## src/rtl/kgp_alu_pkg.sv

```systemverilog
// Shared definitions for the ALU issue sequencer.
//   - ALU operation codes driven on alu_control
//   - Branch condition codes
//   - Bit positions inside the stored {C,S,V,Z} flag register
//   - Sequencer FSM state encoding
package kgp_alu_pkg;

  // ALU operation codes
  localparam logic [2:0] AluAdd     = 3'b000;
  localparam logic [2:0] AluComp    = 3'b001;
  localparam logic [2:0] AluAnd     = 3'b010;
  localparam logic [2:0] AluXor     = 3'b011;
  localparam logic [2:0] AluSll     = 3'b100;
  localparam logic [2:0] AluSrl     = 3'b101;
  localparam logic [2:0] AluSra     = 3'b110;
  localparam logic [2:0] AluIllegal = 3'b111;

  // Branch condition codes
  localparam logic [2:0] CondAlways = 3'b000;
  localparam logic [2:0] CondZ      = 3'b001;
  localparam logic [2:0] CondNz     = 3'b010;
  localparam logic [2:0] CondC      = 3'b011;
  localparam logic [2:0] CondNc     = 3'b100;
  localparam logic [2:0] CondS      = 3'b101;
  localparam logic [2:0] CondNs     = 3'b110;
  localparam logic [2:0] CondV      = 3'b111;

  // Flag register bit indices
  localparam int unsigned FlagC = 3;
  localparam int unsigned FlagS = 2;
  localparam int unsigned FlagV = 1;
  localparam int unsigned FlagZ = 0;

  typedef enum logic [1:0] {
    StIdle = 2'b00,
    StExec = 2'b01,
    StDone = 2'b10
  } state_e;

endpackage

```

## src/rtl/branch_cond_eval.sv

```systemverilog
// Combinational branch condition evaluator.
//   cond  : 3-bit condition code
//   flags : stored {C,S,V,Z}
//   taken : condition is satisfied
module branch_cond_eval
  import kgp_alu_pkg::*;
(
  input  logic [2:0] cond,
  input  logic [3:0] flags,
  output logic       taken
);

  always_comb begin
    taken = 1'b0;
    unique case (cond)
      CondAlways: taken = 1'b1;
      CondZ:      taken = flags[FlagZ];
      CondNz:     taken = ~flags[FlagZ];
      CondC:      taken = flags[FlagC];
      CondNc:     taken = ~flags[FlagC];
      CondS:      taken = flags[FlagS];
      CondNs:     taken = ~flags[FlagS];
      CondV:      taken = flags[FlagV];
      default:    taken = 1'b0;
    endcase
  end

endmodule

```

## src/rtl/alu_issue_ctrl.sv

```systemverilog
// Execute-stage sequencer driving a combinational ALU.
// Accepts one operation per in_valid/in_ready handshake (IDLE), drives the ALU
// for exactly one cycle (EXEC), then holds a writeback packet until
// wb_valid/wb_ready (DONE).
//   in_*          : decoded operation from the decoder
//   alu_control,
//   operand0/1    : to the ALU (zero outside EXEC)
//   ALUResult,
//   *flag         : from the ALU, sampled only at the end of EXEC
//   wb_*          : writeback packet with back-pressure
//   branch_taken  : branch resolution, valid while wb_valid
//   flags         : stored {C,S,V,Z}
//   illegal_op    : one-cycle pulse after EXEC of aluop 3'b111
module alu_issue_ctrl
  import kgp_alu_pkg::*;
#(
  parameter int unsigned size     = 32,
  parameter int unsigned aluCSize = 3,
  parameter int unsigned regAddr  = 5
) (
  input  logic                clk,
  input  logic                rst,
  input  logic                in_valid,
  output logic                in_ready,
  input  logic [aluCSize-1:0] in_aluop,
  input  logic [size-1:0]     in_op0,
  input  logic [size-1:0]     in_op1,
  input  logic [regAddr-1:0]  in_rd,
  input  logic                in_wr_en,
  input  logic                in_flag_upd,
  input  logic                in_is_branch,
  input  logic [2:0]          in_cond,
  output logic [aluCSize-1:0] alu_control,
  output logic [size-1:0]     operand0,
  output logic [size-1:0]     operand1,
  input  logic [size-1:0]     ALUResult,
  input  logic                carryflag,
  input  logic                signflag,
  input  logic                overflowflag,
  input  logic                zflag,
  output logic                wb_valid,
  input  logic                wb_ready,
  output logic [regAddr-1:0]  wb_rd,
  output logic [size-1:0]     wb_data,
  output logic                wb_wr_en,
  output logic                branch_taken,
  output logic [3:0]          flags,
  output logic                illegal_op
);

  state_e state_q, state_d;

  // Latched operation
  logic [aluCSize-1:0] op_q;
  logic [size-1:0]     op0_q, op1_q;
  logic [regAddr-1:0]  rd_q;
  logic                wr_en_q, flag_upd_q, is_branch_q;
  logic [2:0]          cond_q;

  // Writeback packet and architectural flags
  logic [size-1:0]     wb_data_q;
  logic [regAddr-1:0]  wb_rd_q;
  logic                wb_wr_en_q, branch_taken_q, illegal_q;
  logic [3:0]          flags_q;

  logic accept, in_exec, is_shift, is_illegal, cond_taken;

  assign accept  = in_valid & in_ready;
  assign in_exec = (state_q == StExec);

  always_comb begin
    is_shift   = 1'b0;
    is_illegal = 1'b0;
    case (op_q)
      aluCSize'(AluSll), aluCSize'(AluSrl), aluCSize'(AluSra): is_shift = 1'b1;
      aluCSize'(AluIllegal):                                   is_illegal = 1'b1;
      default: ;
    endcase
  end

  // Evaluated against the flags held before this operation's own update.
  branch_cond_eval u_branch_cond_eval (
    .cond  (cond_q),
    .flags (flags_q),
    .taken (cond_taken)
  );

  always_comb begin
    state_d = state_q;
    unique case (state_q)
      StIdle:  if (accept) state_d = StExec;
      StExec:  state_d = StDone;
      StDone:  if (wb_ready) state_d = StIdle;
      default: state_d = StIdle;
    endcase
  end

  always_comb begin
    in_ready    = (state_q == StIdle);
    wb_valid    = (state_q == StDone);
    alu_control = '0;
    operand0    = '0;
    operand1    = '0;
    if (in_exec) begin
      alu_control = op_q;
      operand0    = op0_q;
      // Shifts only see a 5-bit shift amount.
      operand1    = is_shift ? {{(size-5){1'b0}}, op1_q[4:0]} : op1_q;
    end
  end

  always_ff @(posedge clk) begin
    if (rst) begin
      state_q        <= StIdle;
      op_q           <= '0;
      op0_q          <= '0;
      op1_q          <= '0;
      rd_q           <= '0;
      wr_en_q        <= 1'b0;
      flag_upd_q     <= 1'b0;
      is_branch_q    <= 1'b0;
      cond_q         <= '0;
      wb_data_q      <= '0;
      wb_rd_q        <= '0;
      wb_wr_en_q     <= 1'b0;
      branch_taken_q <= 1'b0;
      flags_q        <= 4'b0000;
      illegal_q      <= 1'b0;
    end else begin
      state_q   <= state_d;
      illegal_q <= in_exec & is_illegal;
      if (accept) begin
        op_q        <= in_aluop;
        op0_q       <= in_op0;
        op1_q       <= in_op1;
        rd_q        <= in_rd;
        wr_en_q     <= in_wr_en;
        flag_upd_q  <= in_flag_upd;
        is_branch_q <= in_is_branch;
        cond_q      <= in_cond;
      end
      if (in_exec) begin
        wb_data_q      <= is_illegal ? '0 : ALUResult;
        wb_rd_q        <= rd_q;
        wb_wr_en_q     <= wr_en_q & ~is_illegal;
        branch_taken_q <= is_branch_q & cond_taken;
        if (flag_upd_q && !is_illegal) begin
          flags_q <= {carryflag, signflag, overflowflag, zflag};
        end
      end
    end
  end

  assign wb_data      = wb_data_q;
  assign wb_rd        = wb_rd_q;
  assign wb_wr_en     = wb_wr_en_q;
  assign branch_taken = branch_taken_q;
  assign flags        = flags_q;
  assign illegal_op   = illegal_q;

endmodule

```

## config.mk

```make
export PLATFORM = sky130hd
export DESIGN_NAME = alu_issue_ctrl
export DESIGN_NICKNAME = d
export VERILOG_FILES = /design/src/rtl/kgp_alu_pkg.sv /design/src/rtl/branch_cond_eval.sv /design/src/rtl/alu_issue_ctrl.sv
export SDC_FILE = /design/constraint.sdc
export NUM_CORES = 1
export LEC_CHECK = 0
export ABC_AREA = 1
export BUFFER_PORTS_ARGS = -buffer_cell sky130_fd_sc_hd__buf_4
export CORE_MARGIN = 4
export CORE_UTILIZATION = 41
export CTS_BUF_LIST = sky130_fd_sc_hd__clkbuf_8
export DETAILED_ROUTE_END_ITERATION = 16
export PLACE_DENSITY = 0.72
export SETUP_SLACK_MARGIN = 0.5
export SLEW_MARGIN = 20
export SYNTH_ARGS = -nofsm -noshare
export SYNTH_HDL_FRONTEND = slang
export SYNTH_SLANG_ARGS = --single-unit
```

## constraint.sdc

```tcl
create_clock -name clk -period 2.5 [get_ports clk]
set_input_delay 0.375 -clock clk [delete_from_list [all_inputs] [get_ports clk]]
set_output_delay 0.375 -clock clk [all_outputs]
set_load 0.05 [all_outputs]
```

==> results.json, run 1 <==
{
  "muxShareOfSynthArea_pct": 0,
  "synthAdderAreaFrac_pct": 0,
  "ys.flop_type": "dfxtp_1",
  "maxSlewViolCount": 0,
  "p_int_uw": 3710,
  "fin_worst_skew_ns": 0.0126,
  "h-tree-depth": 4,
  "synth_area_um2": 4950,
  "dp_hpwl_um": 10400,
  "synth_warnings": 0,
  "critPathSlowestCell": "dfxtp_4",
  "synth-edff-count": 0,
  "max_freq_mhz": 505,
  "synth_compound_area_share_pct": 20.8,
  "min_period_ns": 1.98,
  "yosysSeqAreaShare_pct": 50.2,
  "worst_setup_path_start_kind": "flop",
  "grt_pass1_wl_um": 24300,
  "overflow": 0,
  "clk_pin_slew_worst_paths_ns": 0.07,
  "grtUsageTotal_pct": 21.3,
  "vias": 5101,
  "fin_crit_sh_pct": 79.3,
  "cts_max_path_buffers": 2,
  "power_frac_clock_pct": 37.0,
  "utilization_pct": 65.1,
  "antenna_left": 0,
  "rsz0062_at_grt": "yes",
  "cts_buffers": 17,
  "stdcell_count": 1039,
  "core_area_um2": 11600,
  "synth_cell_types": 21,
  "yosys.area_share.simple_pct": 18.2,
  "ys_ff_latch": 124,
  "netlist_instances": 661,
  "start_util_pct": 42.6,
  "areaGrowthSynthToFinish_pct": 52.9,
  "die_h_um": 118,
  "viasPerCell": 4.91,
  "wirelength_um": 15400,
  "cpPeakStageDelay_ns": 0.35,
  "crit_path_end_kind": "output pin",
  "tns_ns": 0,
  "power.density_nw_per_um2": 691,
  "combPwrFrac_pct": 20.7,
  "critPathArrivalTime_ns": 1.61,
  "netSwitchingFraction_pct": 29.1,
  "irDropWorstVdd_mv": 0.363,
  "drc": 0,
  "worstSkewPairLatency_ns": 0.43,
  "grt_max_degree": 99,
  "cp_data_required_time_ns": 2.12,
  "power_switching_uw": 1520,
  "hold_path.class": "primary input to flop",
  "cts.sinks": 124,
  "grt_pass1_vias": 4981,
  "io_pins": 231,
  "drt_iter0_markers": 333,
  "nets": 1001,
  "path_cells": "inv_2 > nor2_4 > inv_4 > clkbuf_16 > nor2_1 > buf_6",
  "placedCellCount": 995,
  "outcome": "finished, final reports clean",
  "setup_viol": 0,
  "port_buffers": 230,
  "cts_root_buffer": "clkbuf_8",
  "critPathTopFamily": "buffers and inverters",
  "dieArea_um2": 13900,
  "path_class": "flop to output pin",
  "maxCapViolCount": 0,
  "synth-xor-area-share_pct": 0,
  "syn_nets": 779,
  "gp_congestion": 0.823,
  "crit_buf_inv": 4,
  "die_width_um": 118,
  "hold_violations": 0,
  "tightestPinTransition_ns": 0.597,
  "p_seq_share_pct": 42.3,
  "synth_top_family_by_area": "compound AO/OA/AOI/OAI gates",
  "diodes": 0,
  "p_leak_uw": 0.00343,
  "antenna_found_initial": 0,
  "drive_gt1_share_pct": 35.2,
  "relSlewSlack_pct": 60.2,
  "wl_per_cell_um": 14.8,
  "firstDrtPassIters": 5,
  "rows": 39,
  "cts_tree": "built",
  "crit_fanout": 7,
  "synth.avg_cell_area_um2": 7.48,
  "synthArstFlopShare_pct": 0
}
[routing by layer]
layer / global-route usage [%] / wire length, um
met1: 24.9 / 6290
met5: 0 / 0
met2: 35.6 / 7750
met4: 9.23 / 212
met3: 7.16 / 1110
[flip-flops by register name, indices dropped and copies added, names as in the netlist]
name          flops
branch_taken      1
is_branch_q       1
wr_en_q           1
illegal_op        1
wb_rd             5
flags             4
wb_data          32
wb_wr_en          1
rd_q              5
op0_q            32
op1_q            32
state_q           2
cond_q            3
flag_upd_q        1
op_q              3
[metrics by stage]
stage	instance area [um^2]	hold slack, ns	total power, uW	setup WS [ns]
after detailed placement	6620	0.444	3250	0.695
after global placement	6620	0.438	3230	0.740
after global routing	7560	0.132	5470	0.434
after CTS	7280	0.132	5240	0.497
final	7560	0.165	5230	0.518
after floorplan	4950	0.428	2910	0.604
[cell usage in the layout (no fill, tap or decap)]
master and n:
bufbuf_16 1, buf_12 6, buf_4 182, nand2_4 1, nand2_1 35, bufinv_16 4, nand2_2 3, clkbuf_16 1
o21ai_2 1, inv_4 1, o21ai_0 108, clkinv_2 3, nor2_4 4, nand3_1 7, nor3_1 1, nor2_1 164
nor2_2 16, inv_1 50, a21oi_2 1, dfxtp_1 122, clkinvlp_4 4, dfxtp_4 2, buf_6 61, clkbuf_8 20
o21ai_1 12, buf_16 1, a21oi_1 82, inv_2 3
[cell families after synthesis]
group	count (synthesis)
buf+inv	102
compound gates	204
simple gates	231
flops	124
[final timing paths]
check	start	to	slack, ns	cells past startpoint
max	state_q[0]	operand0[30]	0.52	6
min	rst	state_q[1]	0.17	2
max reg2reg	state_q[0]	flags[2]	0.69	9
min reg2reg	op0_q[11]	op0_q[11]	0.45	2
[cells in the mapped netlist (4+ instances only)]
cell / number / area (um^2)
clkbuf_2: 4 / 20.0
clkbuf_1: 14 / 52.6
nand3_1: 7 / 35.0
inv_2: 4 / 15.0
inv_1: 49 / 184
nor2_1: 182 / 683
o21ai_1: 12 / 60.1
dfxtp_1: 124 / 2480
o21ai_0: 108 / 541
nand2_1: 38 / 143
buf_2: 14 / 70.1
buf_6: 9 / 101
a21oi_1: 82 / 410
[what timing repair did]
action,CTS,global route
gates cloned,2,2
pin swaps,2,5
hold buffers,0,0
resized for setup,29,66
endpoints found under the setup margin,58,62
buffers inserted,6,2
[cell type report]
cell class | instances | area (um^2)
clock buffers | 20 | 275
clock inverters | 12 | 169
fillers | 1017 | 4050
inverters | 53 | 201
multi-input cells | 435 | 1990
flip-flops and latches | 124 | 2490
well taps | 143 | 179
repair buffers | 252 | 2260
[power by group through the flow]
stage	Combinational, uW	Clock [uW]	Sequential (uW)
floorplan	502	0	2410
global placement	977	0	2250
detailed placement	994	0	2260
CTS	1050	1980	2210
global route	1170	2070	2230
finish	1080	1930	2210
No activity file was read; power rests on OpenSTA's default activity.
==> run 2: changes to the inputs <==
PLACE_DENSITY = 0.75   (was 0.72)
clock period = 1.71 ns   (was 2.5 ns; I/O delays follow)
==> run 2 against run 1 <==
Effect of this change:
- the flow now finishes with violations (negative setup slack)
- worst hold slack worse by 0.15 ns
- global-route usage is 7.6 points higher
- count of clock-buffer cells in the layout down 1
- die area unchanged
- final area increased by 46%
- via count grew 33%
- core utilization grew 30 points
- sequential cell count unchanged
- sequential share of layout area fell by 9.8 points
- wire length grew 100%
- critical path type unchanged
==> results.json, run 2 (same netlist as run 1, synthesis figures left out) <==
{
  "critPathArrivalTime_ns": 1.72,
  "p_int_uw": 6150,
  "relSlewSlack_pct": 65.3,
  "io_pins": 231,
  "tns_ns": -14.58,
  "path_class": "flop to output pin",
  "routed.top_layer": "met4",
  "overflow": 0,
  "wl_met2_um": 15200,
  "fin_crit_sh_pct": 116,
  "worst_setup_path_start_kind": "flop",
  "wl_met1_um": 10000,
  "gp_congestion": 0.809,
  "min_period_ns": 1.98,
  "cts.sinks": 124,
  "power.density_nw_per_um2": 856,
  "viasPerCell": 6.09,
  "hold_violations": 0,
  "clk_pin_slew_worst_paths_ns": 0.08,
  "maxCapViolCount": 0,
  "netSwitchingFraction_pct": 34.8,
  "violations": "negative setup slack",
  "wirelength_um": 30700,
  "grtUsageTotal_pct": 28.9,
  "max_freq_mhz": 506,
  "areaGrowthSynthToFinish_pct": 123,
  "cp_data_required_time_ns": 1.45,
  "holdWs_ns": 0.0114,
  "rsz0062_at_grt": "yes",
  "grt_pass1_vias": 6043,
  "p_leak_uw": 0.00462,
  "die_h_um": 118,
  "firstDrtPassIters": 5,
  "rows": 39,
  "worst_slack_ns": -0.268,
  "drive_gt1_share_pct": 68.6,
  "dieArea_um2": 13900,
  "maxSlewViolCount": 0,
  "cts_buffers": 17,
  "final_common_cell": "buf_4",
  "stdcell_count": 1115,
  "p_seq_share_pct": 35.5,
  "setup_viol": 84,
  "core_area_um2": 11600,
  "cts_tree": "built",
  "cts_root_buffer": "clkbuf_8",
  "antenna_left": 0,
  "nets": 1074,
  "pre_cts_ws_ns": 0.143,
  "wl_met3_um": 2700,
  "crit_path_end_kind": "output pin",
  "outcome": "complete, but fails checks",
  "power_frac_clock_pct": 32.4,
  "fillers": 302,
  "wl_per_cell_um": 27.5,
  "drt_iter0_markers": 690,
  "crit_fanout": 9,
  "antenna_found_initial": 2,
  "hold_buffers": 0,
  "die_width_um": 118,
  "vias": 6786,
  "power_switching_uw": 3290,
  "h-tree-depth": 4,
  "drc": 0,
  "placedCellCount": 1002,
  "tightestPinTransition_ns": 0.520,
  "utilization_pct": 94.9,
  "cts_max_path_buffers": 2,
  "worstSkewPairLatency_ns": 0.45,
  "final_cell_mix": "137 x buf_4, 94 x nor2_1, 77 x dfxtp_1",
  "hold_path.class": "primary input to flop",
  "combPwrFrac_pct": 32.2,
  "grt_pass1_wl_um": 32200,
  "irDropWorstVdd_mv": 0.836,
  "grt_max_degree": 51,
  "dp_hpwl_um": 10900,
  "port_buffers": 230,
  "fin_worst_skew_ns": 0.00818,
  "start_util_pct": 42.6
}
[run 2: path summary, 6_finish.rpt]
kind	startpoint	end	cells after the start	slack, ns
setup / recovery	state_q[0]	operand1[15]	7	-0.27
hold / removal	rst	state_q[1]	2	0.01
setup reg to reg	state_q[0]	wb_data[22]	11	-0.11
hold reg to reg	op1_q[29]	op1_q[29]	2	0.52
[run 2: critical path, cell delays in order, from the launching register on]
cell	delay, ns
dfxtp_4	0.36
inv_2	0.05
nor2_4	0.16
buf_6	0.16
buf_12	0.13
nand2_1	0.10
nor2_4	0.14
buf_6	0.16
[run 2: timing repair]
item | in CTS | in global routing
resized for setup | 329 | 168
setup endpoints to repair | 181 | 237
gates cloned | 19 | 19
pin swaps | 37 | 49
buffers inserted | 31 | 9
[run 2: layout make-up]
cell class / count / area (um^2) / share of cell area [%]
Timing Repair Buffer: 325 / 4120 / 37.4
Multi-Input combinational cell: 435 / 3490 / 31.6
Sequential cell: 124 / 2550 / 23.1
Clock buffer: 19 / 262 / 2.37
Inverter: 53 / 231 / 2.10
Clock inverter: 13 / 188 / 1.70
Tap cell: 143 / 179 / 1.62
Antenna cell: 3 / 7.51 / 0.0681
[run 2: metrics by stage]
step	cell area [um^2]	power (uW)
CTS	9820	8600
floorplan	5760	4550
detailed placement	7460	5060
global route	11000	9600
finish	11000	9440
global placement	7460	5020
[run 2: routing by layer]
metal | vias to the layer above | global-route usage (%)
met4 | 0 | 15.5
met3 | 208 | 7.02
li1 | 2722 | -
met2 | 572 | 50.8
met5 | - | 0
met1 | 3284 | 32.2
[run 2: power by group through the flow]
stage / Clock [uW] / Combinational [uW] / Sequential [uW]
floorplan: 0 / 1020 / 3530
global placement: 0 / 1730 / 3300
detailed placement: 0 / 1760 / 3300
CTS: 2940 / 2380 / 3280
global route: 3130 / 3100 / 3360
finish: 3050 / 3040 / 3350
